File: src/rtl/hazard_control_unit.sv
// Pipeline hazard controller: load-use, mispredict flush, multi-cycle EX and memory wait sequencing.
// Optional HAZARD_STATS_EN adds saturating Stall_Count / Flush_Count outputs.
module hazard_control_unit #(
  parameter int MUL_CYCLES = 4,
  parameter int REG_W      = 3
) (
  input  logic             CLK,
  input  logic             RST,
  input  logic             IDEX_MemRead,
  input  logic [REG_W-1:0] IDEX_Rt,
  input  logic [REG_W-1:0] IFID_Rs,
  input  logic [REG_W-1:0] IFID_Rt,
  input  logic             IFID_UsesRt,
  input  logic             Branch_Valid,
  input  logic             Branch_Taken_Pred,
  input  logic             Branch_Taken_Actual,
  input  logic             MulStart,
  input  logic             MemBusy,
  output logic             PC_Stall,
  output logic             PC_Redirect,
  output logic             IFID_Stall,
  output logic             IFID_Flush,
  output logic             IDEX_Stall,
  output logic             IDEX_Flush,
  output logic             EXMEM_Stall,
  output logic             EXMEM_Flush
`ifdef HAZARD_STATS_EN
  ,
  output logic [15:0]      Stall_Count,
  output logic [15:0]      Flush_Count
`endif
);

  localparam int CNT_W = (MUL_CYCLES > 2) ? $clog2(MUL_CYCLES - 1) : 1;

  typedef enum logic [1:0] {RUN, MUL_WAIT, MEM_WAIT} state_t;

  state_t           state_reg, state_next;
  logic [CNT_W-1:0] cnt_reg, cnt_next;
  logic             mispredict, load_use;
  logic             pc_stall, pc_redirect, ifid_stall, ifid_flush;
  logic             idex_stall, idex_flush, exmem_stall, exmem_flush;

  assign mispredict = Branch_Valid & (Branch_Taken_Pred != Branch_Taken_Actual);
  assign load_use   = IDEX_MemRead &
                      ((IDEX_Rt == IFID_Rs) | (IFID_UsesRt & (IDEX_Rt == IFID_Rt)));

  always_comb begin
    state_next  = state_reg;
    cnt_next    = cnt_reg;
    pc_stall    = 1'b0;
    pc_redirect = 1'b0;
    ifid_stall  = 1'b0;
    ifid_flush  = 1'b0;
    idex_stall  = 1'b0;
    idex_flush  = 1'b0;
    exmem_stall = 1'b0;
    exmem_flush = 1'b0;
    // Outputs are forced low for as long as reset is held, whatever the inputs.
    if (!RST) begin
      if (state_reg == MUL_WAIT) begin
        pc_stall    = 1'b1;
        ifid_stall  = 1'b1;
        idex_stall  = 1'b1;
        exmem_flush = 1'b1;
        if (cnt_reg == '0) state_next = RUN;
        else               cnt_next   = cnt_reg - 1'b1;
      end else if (state_reg == MEM_WAIT && MemBusy) begin
        pc_stall    = 1'b1;
        ifid_stall  = 1'b1;
        idex_stall  = 1'b1;
        exmem_stall = 1'b1;
      end else begin
        // RUN rules; also the exit cycle of MEM_WAIT once memory is ready.
        state_next = RUN;
        if (mispredict) begin
          pc_redirect = 1'b1;
          ifid_flush  = 1'b1;
          idex_flush  = 1'b1;
        end else if (MemBusy) begin
          pc_stall    = 1'b1;
          ifid_stall  = 1'b1;
          idex_stall  = 1'b1;
          exmem_stall = 1'b1;
          state_next  = MEM_WAIT;
        end else if (MulStart) begin
          pc_stall    = 1'b1;
          ifid_stall  = 1'b1;
          idex_stall  = 1'b1;
          exmem_flush = 1'b1;
          cnt_next    = CNT_W'(MUL_CYCLES - 2);
          state_next  = MUL_WAIT;
        end else if (load_use) begin
          pc_stall   = 1'b1;
          ifid_stall = 1'b1;
          idex_flush = 1'b1;
        end
      end
    end
  end

  always_ff @(posedge CLK or posedge RST) begin
    if (RST) begin
      state_reg <= RUN;
      cnt_reg   <= '0;
    end else begin
      state_reg <= state_next;
      cnt_reg   <= cnt_next;
    end
  end

  assign PC_Stall    = pc_stall;
  assign PC_Redirect = pc_redirect;
  assign IFID_Stall  = ifid_stall;
  assign IFID_Flush  = ifid_flush;
  assign IDEX_Stall  = idex_stall;
  assign IDEX_Flush  = idex_flush;
  assign EXMEM_Stall = exmem_stall;
  assign EXMEM_Flush = exmem_flush;

`ifdef HAZARD_STATS_EN
  logic [15:0] stall_count_reg, flush_count_reg;

  always_ff @(posedge CLK or posedge RST) begin
    if (RST) begin
      stall_count_reg <= '0;
      flush_count_reg <= '0;
    end else begin
      if (pc_stall && stall_count_reg != 16'hFFFF)
        stall_count_reg <= stall_count_reg + 16'd1;
      if (idex_flush && flush_count_reg != 16'hFFFF)
        flush_count_reg <= flush_count_reg + 16'd1;
    end
  end

  assign Stall_Count = stall_count_reg;
  assign Flush_Count = flush_count_reg;
`endif

endmodule
File: config.mk
export PLATFORM = sky130hd
export DESIGN_NAME = hazard_control_unit
export DESIGN_NICKNAME = d
export VERILOG_FILES = /design/src/rtl/hazard_control_unit.sv
export SDC_FILE = /design/constraint.sdc
export NUM_CORES = 1
export LEC_CHECK = 0
export BUFFER_PORTS_ARGS = -buffer_cell sky130_fd_sc_hd__buf_2
export CORE_AREA = 2 2 39 41
export DETAILED_ROUTE_END_ITERATION = 8
export DIE_AREA = 0 0 41 43
export MAX_ROUTING_LAYER = met4
export PLACE_DENSITY = 0.62
export SYNTH_ARGS = -nofsm -noshare
export SYNTH_HDL_FRONTEND = slang
export SYNTH_SLANG_ARGS = --single-unit
export TNS_END_PERCENT = 5
File: constraint.sdc
create_clock -name CLK -period 1.7 [get_ports CLK]
set_clock_uncertainty 0.15 [all_clocks]
set_input_delay 0.085 -clock CLK [delete_from_list [all_inputs] [get_ports CLK]]
set_output_delay 0.085 -clock CLK [all_outputs]
set_load 0.1 [all_outputs]
==> results of run 1 <==
-- final cells by class --
cell class	instances	share of cell area, %
clock buffers	3	2.635
well taps	16	2.343
repair buffers	33	36.02
inverters	5	2.196
flip-flops and latches	4	11.86
multi-input cells	41	44.95
-- through the flow --
| step | worst slack, ns | utilization [%] | setup TNS, ns |
|---|---|---|---|
| floorplan | -0.5217 | - | -1.893 |
| detailed placement | 0.1033 | 53.89 | 0 |
| CTS | -0.03747 | 59.76 | -0.1303 |
| global placement | 0.1259 | 53.89 | 0 |
| global route | -0.1128 | 61.75 | -0.5470 |
| finish | -0.07021 | 61.75 | -0.1688 |
-- power by group --
| part | internal [mW] | switching [mW] |
|---|---|---|
| Clock | 0.0786 | 0.0334 |
| Sequential | 0.139 | 0.0285 |
| Combinational | 0.334 | 0.463 |
| Total | 0.552 | 0.525 |
-- cell usage in the layout (no fill, tap or decap), types with 3 or more instances in the layout --
cell      count
buf_4         7
xnor2_1       3
buf_2        17
xor2_1        3
clkbuf_4      3
buf_12        8
dfrtp_1       3
inv_2         3
-- worst register-to-register path: cells and delay by family (launching register included) --
kind | cells | cell delay, ns
buffers and inverters | 2 | 0.30
AND/OR/NAND/NOR | 2 | 0.36
flip-flops | 1 | 0.39
AO/OA/AOI/OAI | 1 | 0.27
-- cell families (layout without fill, tap and decap cells) --
family | count (synthesis) | count (layout) | share of synthesized area (%)
multiplexers | 1 | 1 | 2.247
AO/OA/AOI/OAI | 16 | 16 | 26.69
buffers and inverters | 7 | 41 | 7.581
AND/OR/NAND/NOR | 16 | 16 | 22.76
adder cells (fa/ha/maj) | 1 | 1 | 2.809
flip-flops | 4 | 4 | 22.47
XOR/XNOR | 7 | 7 | 15.45
-- final timing paths --
path / to
worst min-delay path: state_reg[1]
min in group asynchronous: cnt_reg[1]
max in group asynchronous: state_reg[0]
worst max-delay path: IDEX_Flush
worst min register to register: cnt_reg[0]
worst max register to register: cnt_reg[0]
-- metal layers --
| metal | vias up | GRT usage (%) | wire length, µm |
|---|---|---|---|
| met1 | 234 | 15.56 | 438 |
| met4 | 0 | 8.000 | 0 |
| met5 | - | - | 0 |
| li1 | 256 | - | - |
| met2 | 21 | 25.62 | 575 |
| met3 | 0 | 1.571 | 96 |
-- timing repair --
item	in CTS	in global routing
setup endpoints to repair	6	8
resized for setup	5	6
hold buffers	1	0
pin swaps	4	4
buffers inserted	3	1
hold endpoints to repair	4	0
==> results.py, run 1 <==
metrics = {
    "yosys": {
        "synth_top_cells_by_area": "dfrtp_1 (22%), xnor2_1 (5.9%), xor2_1 (5.9%)",
        "yosysWarnings": 0,
        "ys_types": 34,
        "syn_area_um2": 445.4,
        "syn_nets": 71,
        "synthTopCellsByCount": "dfrtp_1 (4), inv_1 (4), nand2_1 (4)",
        "synth_top_area_share_pct": 22.47,
        "synth_top_flop_cell": "dfrtp_1",
        "synth_cells": 52,
        "ys_seq_elements": 4,
        "yosysTopAreaCell": "dfrtp_1",
        "async_flop_share_pct": 100.0,
        "avgSynthCellArea_um2": 8.566,
        "ys_seq_area_share_pct": 22.47,
        "synth_edf_count": 0,
    },
    "drt": {
        "wl_um": 1111,
        "firstDrtPassIters": 3,
        "drt_iter0_markers": 10,
        "wl_per_cell_um": 10.89,
        "vias_per_cell": 5.010,
        "vias": 511,
        "ant_nets": 0,
        "drc": 0,
    },
    "critical_path": {
        "crit_family": "simple AND/OR/NAND/NOR gates",
        "crit_slowest_cell": "dfrtp_2",
        "cp.depth": 6,
        "cp-end-kind": "primary output",
        "cp-start-kind": "register",
        "timing.rr.start": "state_reg[0]",
        "crit_chain": "buf_4, and2b_4, nor3_4, nand3_2, o21bai_4, buf_12",
        "required_ns": 1.46,
        "rrSetupSlack_ns": 0.12,
        "crit_arrival_ns": 1.54,
        "cp_slowest_stage_delay_ns": 0.39,
        "startpoint": "state_reg[0]",
        "worstRegToRegCells": 5,
        "crit_buf_inv": 2,
        "worstSetupPathType": "reg2out",
        "worstPathMaxFanout": 5,
    },
    "global_route": {
        "grt_pass1_wl_um": 1759,
        "antenna_found_initial": 0,
        "grt_max_degree": 9,
        "grt_overflow": 0,
        "grt.total_usage_pct": 14.95,
        "grt_pass1_vias": 477,
    },
    "sta": {
        "timing.final.crit_share_pct": 104.1,
        "period_minus_slack_ns": 1.770,
        "maxSlewHeadroom_pct": 63.25,
        "slew_viol_final": 0,
        "rsz0062_at_grt": "true",
        "worst_pin_slew_ns": 0.5440,
        "postLayoutSetupSlackWorst_ns": -0.07021,
        "setup_viol": 4,
        "final_hold_viol_count": 0,
        "holdWs_ns": 0.03869,
        "fmax_ghz": 0.5649,
    },
    "floorplanning": {
        "rows": 14,
        "dieHeight_um": 43,
        "core_um2": 1384,
        "die_w_um": 41,
        "start_util_pct": 32.19,
        "die_area_um2": 1763,
        "io_pins": 26,
    },
    "clock_tree": {
        "cts_root_buffer": "clkbuf_4",
        "cts_buffers": 3,
        "cts_sinks": 4,
        "htreeDepth": 1,
        "cts_max_path_buffers": 2,
        "tritoncts": "done",
        "clk_pin_slew_worst_paths_ns": 0.03,
        "clock_latency_ns": 0.23,
    },
    "cells_and_area": {
        "multi_input_area_um2": 384.1,
        "syn2layout_area_growth_pct": 91.85,
        "fillers": 112,
        "instances_no_fill": 102,
        "final_cell_area_um2": 854.6,
        "final_nets": 107,
        "regArea_um2": 101.3,
        "drive_above_1_share_pct": 62.79,
        "n_antenna_cell": 0,
    },
    "outcome": {
        "violations": "negative setup slack",
        "status": "finished, violations left",
    },
    "power": {
        "p_total_mw": 1.076,
        "irDropWorstVdd_mv": 0.6396,
        "p_leak_nw": 0.3928,
        "p_per_area_nw_per_um2": 1259,
    },
    "job": {
        "cap_viol_max_count": 0,
    },
    "placement": {
        "place_inst": 94,
        "dp_hpwl_um": 875.9,
        "port_buffers": 25,
        "place.gp.congestion": 0.7861,
        "postPlaceCellArea_um2": 745.7,
    },
    "hold_path": {
        "holdPathStages": 3,
        "worstHoldStart": "MemBusy",
        "hold_class": "in2reg",
    },
}
Power figures use the tool's default switching activity.
==> inputs of run 2 (changes only) <==
--- a/config.mk
+++ b/config.mk
@@ -7,6 +7,7 @@
 export LEC_CHECK = 0
 export BUFFER_PORTS_ARGS = -buffer_cell sky130_fd_sc_hd__buf_2
 export CORE_AREA = 2 2 39 41
+export CTS_CLUSTER_DIAMETER = 40
 export DETAILED_ROUTE_END_ITERATION = 8
 export DIE_AREA = 0 0 41 43
 export MAX_ROUTING_LAYER = met4
==> constraint.sdc (replaced) <==
create_clock -name CLK -period 1.7 [get_ports CLK]
set_clock_uncertainty 0.15 [all_clocks]
set_input_delay 0.085 -clock CLK [delete_from_list [all_inputs] [get_ports CLK]]
set_output_delay 0.085 -clock CLK [all_outputs]
set_load 0.05 [all_outputs]
==> run 2 against run 1 <==
Effect of this change:
- the run still ends with negative setup slack left
- combinational power is 37% lower
- core utilization down 13 points
- clock power up 4%
- critical path depth down 2
- final area fell by 20%
- global-route usage decreased by 0.77 points
- power shrank 27%
- register-to-register slack better by 0.20 ns
- setup slack improved by 0.060 ns
==> results.py, run 2 (same netlist as run 1, synthesis figures left out) <==
metrics = {
    "global_route": {
        "grt.total_usage_pct": 14.18,
        "grt_overflow": 0,
        "grt_max_degree": 9,
        "antenna_found_initial": 0,
        "grt_pass1_vias": 436,
        "grt_pass1_wl_um": 1656,
    },
    "cells_and_area": {
        "fillers": 156,
        "final_cell_mix": "buf_2 (20), buf_4 (5), inv_1 (4), clkbuf_4 (4), dfrtp_1 (4)",
        "instances_no_fill": 98,
        "syn2layout_area_growth_pct": 52.81,
        "final_cell_area_um2": 680.7,
        "final_nets": 103,
        "drive_above_1_share_pct": 52.44,
        "final_common_cell": "buf_2",
        "n_antenna_cell": 0,
    },
    "sta": {
        "holdWs_ns": 0.02060,
        "rsz0062_at_grt": "true",
        "fmax_ghz": 0.5848,
        "postLayoutSetupSlackWorst_ns": -0.009922,
        "worst_pin_slew_ns": 0.4162,
        "timing.final.crit_share_pct": 100.6,
        "slew_viol_final": 0,
        "setup_viol": 2,
        "maxSlewHeadroom_pct": 71.88,
        "period_minus_slack_ns": 1.710,
        "final_hold_viol_count": 0,
        "final.setup.tns_ns": -0.01941,
    },
    "floorplanning": {
        "die_area_um2": 1763,
        "dieHeight_um": 43,
        "core_um2": 1384,
        "start_util_pct": 32.19,
        "rows": 14,
        "io_pins": 26,
        "die_w_um": 41,
    },
    "drt": {
        "vias": 505,
        "wl_per_cell_um": 11.22,
        "vias_per_cell": 5.153,
        "wl_um": 1100,
        "drt_iter0_markers": 4,
        "ant_nets": 0,
        "drc": 0,
        "firstDrtPassIters": 4,
    },
    "hold_path": {
        "holdPathEnd": "state_reg[1]",
        "holdPathStages": 3,
        "hold_class": "in2reg",
        "worstHoldStart": "MemBusy",
    },
    "clock_tree": {
        "tritoncts": "done",
        "cts_root_buffer": "clkbuf_4",
        "cts_buffers": 3,
        "clk_pin_slew_worst_paths_ns": 0.03,
        "clock_latency_ns": 0.24,
        "cts_max_path_buffers": 2,
        "cts_sinks": 4,
        "htreeDepth": 1,
    },
    "critical_path": {
        "worstRegToRegCells": 4,
        "worstPathMaxFanout": 5,
        "worstSetupPathType": "reg2out",
        "rrSetupSlack_ns": 0.32,
        "rr_endpoint": "cnt_reg[0]",
        "required_ns": 1.46,
        "timing.rr.start": "cnt_reg[0]",
        "startpoint": "state_reg[0]",
        "crit_arrival_ns": 1.47,
        "cp-start-kind": "register",
        "cp-end-kind": "primary output",
    },
    "power": {
        "irDropWorstVdd_mv": 0.5132,
        "p_leak_nw": 0.3435,
        "p_total_mw": 0.7910,
        "p_per_area_nw_per_um2": 1162,
    },
    "placement": {
        "place_inst": 92,
        "place.gp.congestion": 0.7997,
        "port_buffers": 25,
        "dp_hpwl_um": 847.2,
        "postPlaceCellArea_um2": 598.1,
    },
    "job": {
        "cap_viol_max_count": 0,
    },
    "outcome": {
        "violations": "negative setup slack",
        "status": "finished, violations left",
    },
}
-- run 2: cell type report --
cell class | count | area (µm²) | area share [%]
flip-flops and latches | 4 | 100.1 | 14.71
repair buffers | 29 | 177.7 | 26.10
well taps | 16 | 20.02 | 2.941
multi-input cells | 41 | 341.6 | 50.18
clock buffers | 3 | 22.52 | 3.309
inverters | 5 | 18.77 | 2.757
-- run 2: timing repair --
item / CTS / global route
buffers inserted: 1 / 1
pin swaps: 1 / 0
endpoints found under the setup margin: 4 / 6
hold endpoints to repair: 4 / 0
gates resized for setup: 9 / 1
hold buffers: 1 / 0
-- run 2: worst max path at each step --
stage                             to  slack, ns  cells past startpoint
after floorplan           IDEX_Stall      -0.15                      3
after global placement      PC_Stall       0.08                      4
after detailed placement    PC_Stall       0.06                      4
after CTS                   PC_Stall     -0.009                      4
after global routing      IFID_Stall      -0.09                      4
final                     IFID_Stall      -0.01                      4
-- run 2: report_power, final --
part	internal, mW	switching, mW
sequential	0.137	0.0352
combinational	0.208	0.295
clock	0.0788	0.0375
-- run 2: layer usage --
layer / GRT usage, % / vias to the layer above / part of all wire, % / wire [µm]
li1: - / 250 / - / -
met1: 13.77 / 223 / 36 / 397
met2: 23.13 / 30 / 51 / 559
met3: 8.377 / 2 / 12 / 128
met4: 3.333 / 0 / 1.4 / 15
met5: - / - / 0 / 0
-- run 2: critical path, stage by stage (launching register included) --
cell and delay, ns:
dfrtp_1 0.41, nand3b_1 0.25, a41oi_2 0.19, a21boi_4 0.22, buf_6 0.18
-- run 2: metrics by stage --
step / util, % / worst slack, ns
3_3_place_gp: 43.22 / 0.08384
6_report: 49.19 / -0.009922
3_5_place_dp: 43.22 / 0.06198
2_1_floorplan: - / -0.1513
4_1_cts: 48.46 / -0.009330
5_1_grt: 49.19 / -0.09395
==> inputs of run 3 (changes only) <==
--- a/config.mk
+++ b/config.mk
@@ -11,7 +11,7 @@
 export DETAILED_ROUTE_END_ITERATION = 8
 export DIE_AREA = 0 0 41 43
 export MAX_ROUTING_LAYER = met4
-export PLACE_DENSITY = 0.62
+export PLACE_DENSITY_LB_ADDON = 0.15
 export SYNTH_ARGS = -nofsm -noshare
 export SYNTH_HDL_FRONTEND = slang
 export SYNTH_SLANG_ARGS = --single-unit
==> run 3 against run 2 <==
Effect of this change:
- the run still ends with negative setup slack left
- sequential share of layout area down 0.081 points
- setup slack worse by 0.018 ns
- cell count unchanged
- sequential cell count unchanged
- count of clock-buffer cells in the layout unchanged
- sequential power about the same
- combinational power down 0.8%
- critical path type unchanged
- critical endpoint unchanged
- largest power group unchanged
==> results.py, run 3 (same netlist as run 1, synthesis figures left out) <==
metrics = {
    "sta": {
        "final_hold_viol_count": 0,
        "setup_viol": 2,
        "timing.final.crit_share_pct": 101.6,
        "fmax_ghz": 0.5789,
        "maxSlewHeadroom_pct": 73.03,
        "worst_pin_slew_ns": 0.3994,
        "postLayoutSetupSlackWorst_ns": -0.02755,
        "final.setup.tns_ns": -0.05486,
        "period_minus_slack_ns": 1.728,
        "slew_viol_final": 0,
        "holdWs_ns": 0.01823,
        "rsz0062_at_grt": "true",
    },
    "drt": {
        "drc": 0,
        "ant_nets": 0,
        "wl_per_cell_um": 10.74,
        "vias": 479,
        "drt_iter0_markers": 4,
        "wl_um": 1053,
        "firstDrtPassIters": 4,
        "vias_per_cell": 4.888,
    },
    "critical_path": {
        "cp-start-kind": "register",
        "worstPathMaxFanout": 5,
        "worstSetupPathType": "reg2out",
        "cp-end-kind": "primary output",
        "crit_arrival_ns": 1.49,
        "required_ns": 1.46,
    },
    "clock_tree": {
        "clock_latency_ns": 0.24,
        "cts_max_path_buffers": 2,
        "cts_root_buffer": "clkbuf_4",
        "clk_pin_slew_worst_paths_ns": 0.03,
        "cts_sinks": 4,
        "htreeDepth": 1,
        "tritoncts": "done",
        "cts_buffers": 3,
    },
    "cells_and_area": {
        "fillers": 145,
        "n_antenna_cell": 0,
        "drive_above_1_share_pct": 52.44,
        "multi_input_area_um2": 341.6,
        "final_common_cell": "buf_2",
        "regArea_um2": 100.1,
        "final_cell_mix": "buf_2 (20), inv_1 (4), clkbuf_4 (4), dfrtp_1 (4), buf_4 (4)",
        "syn2layout_area_growth_pct": 53.65,
        "final_nets": 103,
    },
    "floorplanning": {
        "rows": 14,
        "dieHeight_um": 43,
        "io_pins": 26,
        "die_w_um": 41,
        "start_util_pct": 32.19,
        "core_um2": 1384,
        "die_area_um2": 1763,
    },
    "global_route": {
        "grt_pass1_wl_um": 1794,
        "grt_overflow": 0,
        "grt_max_degree": 9,
        "grt_pass1_vias": 436,
        "grt.total_usage_pct": 15.39,
        "antenna_found_initial": 0,
    },
    "placement": {
        "port_buffers": 25,
        "dp_hpwl_um": 858.4,
        "place.gp.congestion": 0.7244,
    },
    "hold_path": {
        "hold_class": "in2reg",
    },
    "power": {
        "switching_share_pct": 46.09,
        "p_comb_share_pct": 63.3,
        "power_frac_clock_pct": 15.0,
        "p_leak_nw": 0.3444,
        "internal_power_mw": 0.4241,
        "p_seq_share_pct": 21.7,
        "power.switching_mw": 0.3626,
        "irDropWorstVdd_mv": 0.5564,
        "p_total_mw": 0.7867,
        "p_per_area_nw_per_um2": 1150,
    },
    "outcome": {
        "violations": "negative setup slack",
        "status": "finished, violations left",
    },
    "job": {
        "cap_viol_max_count": 0,
    },
}
[run 3: cell count changes in the layout (fill, tap and decap cells not counted)]
cell | before | now
buf_6 | 2 | 3
buf_4 | 5 | 4
[run 3: area by class of cell]
type	instances	area share, %
clock buffers	3	3.291
multi-input cells	41	49.91
flip-flops and latches	4	14.63
well taps	16	2.925
inverters	5	2.742
repair buffers	29	26.51
[run 3: worst paths after layout]
path                       slack (ns)      endpoint  cells after the start         start
hold / removal                   0.02  state_reg[1]                      3       MemBusy
setup / recovery                -0.03    IFID_Stall                      4  state_reg[0]
max in group asynchronous        0.95  state_reg[0]                      3           RST
min in group asynchronous        0.28    cnt_reg[0]                      3           RST
hold reg to reg                  0.38    cnt_reg[0]                      1    cnt_reg[0]
setup reg to reg                 0.34    cnt_reg[0]                      4    cnt_reg[0]
[run 3: timing repair]
action,CTS,global route
hold buffers,1,0
buffers inserted,2,0
hold endpoints to repair,4,0
pin swaps,1,1
setup endpoints to repair,4,6
gates resized for setup,9,2
[run 3: per-stage QoR]
| stage | setup slack, ns | util, % | std cells | area, µm² |
|---|---|---|---|---|
| after global routing | -0.1197 | 49.46 | 98 | 684.4 |
| after global placement | 0.08513 | 43.22 | 92 | 598.1 |
| final | -0.02755 | 49.46 | 98 | 684.4 |
| after CTS | -0.02357 | 49.01 | 98 | 678.2 |
| after detailed placement | 0.04170 | 43.22 | 92 | 598.1 |
| after floorplan | -0.1513 | - | 52 | 460.4 |
[run 3: power by group through the flow]
stage	clock network, mW	registers (mW)	logic, mW
global route	0.132	0.178	0.552
floorplan	0	0.168	0.355
detailed placement	0	0.179	0.440
finish	0.118	0.171	0.498
CTS	0.125	0.171	0.499
global placement	0	0.177	0.445
[run 3: critical path, stage by stage (launching register included)]
cell      delay (ns)
dfrtp_1         0.40
nand3b_1        0.27
a41oi_2         0.19
a21boi_4        0.22
buf_6           0.18
[run 3: routing by layer]
layer / global-route usage, % / vias up / wire [µm]
met1: 17.59 / 214 / 434
met4: 4.000 / 0 / 0
li1: - / 246 / -
met5: - / - / 0
met3: 7.853 / 0 / 85
met2: 23.13 / 19 / 533
